`src/rtl/mod_updown_counter_pkg.sv`:
```
// Shared types for the cascaded modulo-RADIX up/down counter.
// Holds the digit width, the direction and digit-operation encodings, and a load clamp helper.
package mod_updown_counter_pkg;

  localparam int DIGIT_W = 4;

  typedef enum logic {
    DIR_DOWN = 1'b0,
    DIR_UP   = 1'b1
  } dir_e;

  typedef enum logic [1:0] {
    OP_HOLD = 2'd0,
    OP_STEP = 2'd1,
    OP_LOAD = 2'd2
  } op_e;

  function automatic logic [DIGIT_W-1:0] clamp_digit(
    input logic [DIGIT_W-1:0] d,
    input logic [DIGIT_W-1:0] max
  );
    return (d > max) ? max : d;
  endfunction

endpackage

```
`src/rtl/mod_updown_counter_digit.sv`:
```
// counter_digit: one modulo-RADIX digit slice with load, step and carry-out.
// Ports: clk_i, rst_i, ci_i (step enable), up_i, load_i, d_i -> q_o, co_o.
module counter_digit
  import mod_updown_counter_pkg::*;
#(
  parameter int RADIX = 10
) (
  input  logic               clk_i,
  input  logic               rst_i,
  input  logic               ci_i,
  input  logic               up_i,
  input  logic               load_i,
  input  logic [DIGIT_W-1:0] d_i,
  output logic [DIGIT_W-1:0] q_o,
  output logic               co_o
);

  localparam logic [DIGIT_W-1:0] MAX = DIGIT_W'(RADIX - 1);
  localparam logic [DIGIT_W-1:0] ONE = DIGIT_W'(1);

  logic [DIGIT_W-1:0] q_q;
  logic [DIGIT_W-1:0] q_d;
  dir_e               dir;
  op_e                op;

  assign dir = dir_e'(up_i);

  always_comb begin
    op = OP_HOLD;
    unique case (1'b1)
      load_i:  op = OP_LOAD;
      ci_i:    op = OP_STEP;
      default: op = OP_HOLD;
    endcase
  end

  always_comb begin
    q_d = q_q;
    unique case (op)
      OP_LOAD: q_d = clamp_digit(d_i, MAX);
      OP_STEP: begin
        if (dir == DIR_UP)
          q_d = (q_q == MAX) ? '0 : q_q + ONE;
        else
          q_d = (q_q == '0) ? MAX : q_q - ONE;
      end
      default: q_d = q_q;
    endcase
  end

  always_ff @(posedge clk_i) begin
    if (rst_i) q_q <= '0;
    else       q_q <= q_d;
  end

  // Terminal digit for the current direction; the top ANDs this into the chain.
  assign co_o = (dir == DIR_UP) ? (q_q == MAX) : (q_q == '0);
  assign q_o  = q_q;

endmodule

```
`src/rtl/mod_updown_counter.sv`:
```
// Cascaded DIGITS-digit modulo-RADIX up/down counter with load and sticky wrap.
// Ports: CLK, Reset, En, Up, Load, D, Clr_Wrap -> Q, TC (combinational), Wrap.
module mod_updown_counter
  import mod_updown_counter_pkg::*;
#(
  parameter int DIGITS = 4,
  parameter int RADIX  = 10
) (
  input  logic                      CLK,
  input  logic                      Reset,
  input  logic                      En,
  input  logic                      Up,
  input  logic                      Load,
  input  logic [DIGIT_W*DIGITS-1:0] D,
  input  logic                      Clr_Wrap,
  output logic [DIGIT_W*DIGITS-1:0] Q,
  output logic                      TC,
  output logic                      Wrap
);

  logic [DIGITS:0]   carry;
  logic [DIGITS-1:0] co;
  logic              wrap_q;
  logic              wrap_d;

  // Load blocks stepping, so it also masks the chain and TC.
  assign carry[0] = En & ~Load;

  for (genvar i = 0; i < DIGITS; i++) begin : g_dig
    counter_digit #(
      .RADIX(RADIX)
    ) u_dig (
      .clk_i (CLK),
      .rst_i (Reset),
      .ci_i  (carry[i]),
      .up_i  (Up),
      .load_i(Load),
      .d_i   (D[DIGIT_W*i +: DIGIT_W]),
      .q_o   (Q[DIGIT_W*i +: DIGIT_W]),
      .co_o  (co[i])
    );
    assign carry[i+1] = carry[i] & co[i];
  end

  assign TC = carry[DIGITS];

  // Set beats clear when both land on the same edge.
  always_comb begin
    wrap_d = wrap_q;
    if (Clr_Wrap) wrap_d = 1'b0;
    if (TC)       wrap_d = 1'b1;
  end

  always_ff @(posedge CLK) begin
    if (Reset) wrap_q <= 1'b0;
    else       wrap_q <= wrap_d;
  end

  assign Wrap = wrap_q;

endmodule
```
`config.mk`:
```
export PLATFORM = sky130hd
export DESIGN_NAME = mod_updown_counter
export DESIGN_NICKNAME = d
export VERILOG_FILES = /design/src/rtl/mod_updown_counter_pkg.sv /design/src/rtl/mod_updown_counter_digit.sv /design/src/rtl/mod_updown_counter.sv
export SDC_FILE = /design/constraint.sdc
export NUM_CORES = 1
export LEC_CHECK = 0
export CORE_MARGIN = 2
export CORE_UTILIZATION = 48
export CTS_CLUSTER_DIAMETER = 60
export DETAILED_ROUTE_END_ITERATION = 12
export GPL_TIMING_DRIVEN = 0
export PLACE_DENSITY = 0.77
export SYNTH_ARGS = -nofsm -noshare
export SYNTH_HDL_FRONTEND = slang
export SYNTH_SLANG_ARGS = --single-unit
export TNS_END_PERCENT = 5
```
`constraint.sdc`:
```
create_clock -name CLK -period 2.95 [get_ports CLK]
set_clock_uncertainty 0.1 [all_clocks]
set_input_delay 0.59 -clock CLK [delete_from_list [all_inputs] [get_ports CLK]]
set_output_delay 0.59 -clock CLK [all_outputs]
set_load 0.05 [all_outputs]
```
==> flow_metrics.py <==
metrics = {
    "synth": {
        "synth_most_common_cell": "a21oi_1",
        "synth_edf_count": 0,
        "yosysUniqueCellTypes": 39,
        "async_flop_share_pct": 0,
        "ys_top_cells_by_area": "dfxtp_1, a21oi_1, xnor2_1",
        "ys_ff_latch": 17,
        "yosysWarningCount": 0,
        "yosys-top-cells-count": "a21oi_1, dfxtp_1, nor2_1",
        "synth_flop_cell": "dfxtp_1",
        "synth.avg_cell_area_um2": 7.31,
        "synth_top_area_cell": "dfxtp_1",
        "syn-num-nets": 221,
        "seq_area_frac_synth_pct": 23.8,
        "syn-instance-count": 196,
        "netlist.area_leader.share_pct": 23.8,
        "syn_area_mm2": 0.00143,
    },
    "global_route": {
        "globalRouteTotalUtil_pct": 24.2,
        "grt_pass1_wl_um": 6610,
        "antenna_found_initial": 0,
        "grt_overflow": 0,
        "grt_max_degree": 11,
        "first_global_vias": 1470,
    },
    "clock_network": {
        "cts_tree": "built",
        "h-tree-depth": 1,
        "ctsHoldBuffers": 0,
        "clockBufferDepth": 2,
        "path_clk_slew_ns": 0.10,
        "clk_latency_ns": 0.29,
        "cts_buffers": 3,
        "root_buffer": "clkbuf_4",
        "cts_resized": 10,
        "post_cts_buffers": 0,
        "clock-sinks": 17,
    },
    "finish": {
        "nFillCells": 248,
        "syn_to_final_growth_pct": 31.4,
        "n_antenna_cell": 0,
        "finalNonFillerCells": 269,
        "drive_gt1_share_pct": 10.9,
        "stdcell_area_mm2": 0.00188,
        "fin_nets": 264,
    },
    "detailed_routing": {
        "wl_per_cell_um": 14.5,
        "vias": 1654,
        "antenna_left": 0,
        "dr.pass1.iters": 8,
        "route.detailed.drc": 3,
        "vias_per_cell": 6.15,
        "drtIter0Drc": 105,
        "postRouteWirelength_um": 3900,
    },
    "placement": {
        "dpl_cell_area_mm2": 0.00185,
        "io_buffers": 38,
        "dp_cells": 265,
        "dpl.hpwl_um": 2850,
        "gp_congestion": 0.888,
    },
    "floorplan": {
        "core_mm2": 0.00281,
        "dieArea_mm2": 0.00344,
        "io_pins": 40,
        "die_w_um": 58.6,
        "initial_core_util_pct": 51.1,
        "dieHeight_um": 58.6,
        "rows": 19,
    },
    "timing": {
        "maxSlewHeadroom_pct": 66.0,
        "finalCritPeriodShare_pct": 94.3,
        "fmax_mhz": 359,
        "worst_slew_pin_slew_ns": 0.510,
        "rsz0062_at_grt": "false",
        "setup_viol": 0,
        "period_minus_slack_ns": 2.78,
        "hold_viol_final": 0,
        "holdWs_ns": 0.395,
        "tns_ns": 0,
        "finalMaxSlewViolations": 0,
    },
    "power": {
        "finalPower_uw": 671,
        "p_switching_uw": 259,
        "pwr-share-seq_pct": 39.8,
        "clkPwrFrac_pct": 19.4,
        "power.density_mw_per_mm2": 356,
        "ir_worst_vdd_mv": 0.247,
        "switching_share_pct": 38.6,
        "internal_power_uw": 412,
        "p_leak_nw": 0.680,
        "pwr-share-comb_pct": 40.9,
    },
    "critical_path": {
        "crit_arrival_ns": 2.09,
        "critical_path_class": "in2out",
        "cp_slowest_stage_delay_ns": 0.33,
        "critPathCaptureType": "primary output",
        "crit_fanout": 7,
        "reg2reg_slack_ns": 0.52,
        "crit_required_ns": 2.26,
        "startpoint_type": "primary input",
        "slowest_stage": "or2_2",
        "crit_path_cell_trace": "dlygate4sd2_1, or2_2, o21ai_0, and4_1, and3_1, buf_4",
    },
    "hold_path": {
        "hp-class": "reg2reg",
    },
    "flow_run": {
        "cap_violations": 0,
    },
    "run_status": {
        "failed_checks": "DRC",
        "status": "complete, but fails checks",
    },
}
## layout by cell type, fill, tap and decap left out, types with 4 or more instances in the layout
cell	n
and3_1	6
nand2_1	11
buf_2	8
a221oi_1	4
o22ai_1	4
buf_4	4
clkdlybuf4s50_1	34
dfxtp_1	17
nand3_1	11
a31oi_1	6
xnor2_1	8
nor3_1	4
nor2_1	15
inv_1	11
o21ai_0	12
nor2b_1	7
nand4_1	4
a21oi_1	20
## logic make-up after synthesis
kind of cell | synth area share, %
flip-flops | 23.8
AO/OA/AOI/OAI | 31.6
XOR/XNOR | 4.89
adder cells (fa/ha/maj) | 2.62
AND/OR/NAND/NOR | 28.6
buffers and inverters | 8.56
## worst paths after layout
check                                startpoint                            endpoint  depth (start not counted)
max                                          Up                                  TC                          6
min                           Wrap$_SDFFE_PP0P_                   Wrap$_SDFFE_PP0P_                          2
max reg2reg  g_dig[0].u_dig.q_o[0]$_SDFFE_PP0P_  g_dig[2].u_dig.q_o[3]$_SDFFE_PP0P_                         10
min reg2reg                   Wrap$_SDFFE_PP0P_                   Wrap$_SDFFE_PP0P_                          2
## critical path: cells and delay by family
family,cells,cell delay [ns]
buffers and inverters,2,0.52
AO/OA/AOI/OAI,1,0.22
AND/OR/NAND/NOR,3,0.76
## sequential cells by signal, summed over array words and instances, names as in the netlist
| register | cells |
|---|---|
| Wrap | 1 |
| g_dig.u_dig.q_o | 16 |
## through the flow
step,setup WS [ns],util (%)
2_1_floorplan,0.414,-
3_3_place_gp,-0.718,66.0
3_5_place_dp,-0.730,66.0
4_1_cts,0.0222,67.0
5_1_grt,0.0911,67.1
6_report,0.168,67.1
## layer usage
metal,up-vias,GRT usage [%],share of wire [%],routed length [µm]
li1,831,-,-,-
met1,758,33.6,47,1810
met2,61,37.9,46,1800
met3,4,3.52,6.3,246
met4,0,9.74,0.80,31
met5,-,0,0,0
## power groups by stage
stage	Clock (mW)	Sequential [mW]	Combinational, mW
after floorplan	0	0.322	0.129
after global placement	0	0.270	0.267
after detailed placement	0	0.271	0.272
after CTS	0.134	0.266	0.274
after global routing	0.148	0.269	0.297
final	0.130	0.267	0.274
## layout make-up
class / count / area (µm²) / area share, %
Buffer: 14 / 81.3 / 4.32
Clock buffer: 4 / 26.3 / 1.40
Inverter: 11 / 41.3 / 2.19
Multi-Input combinational cell: 154 / 976 / 51.9
Sequential cell: 17 / 340 / 18.1
Tap cell: 31 / 38.8 / 2.06
Timing Repair Buffer: 38 / 378 / 20.1
(Power assumes the default switching activity.)
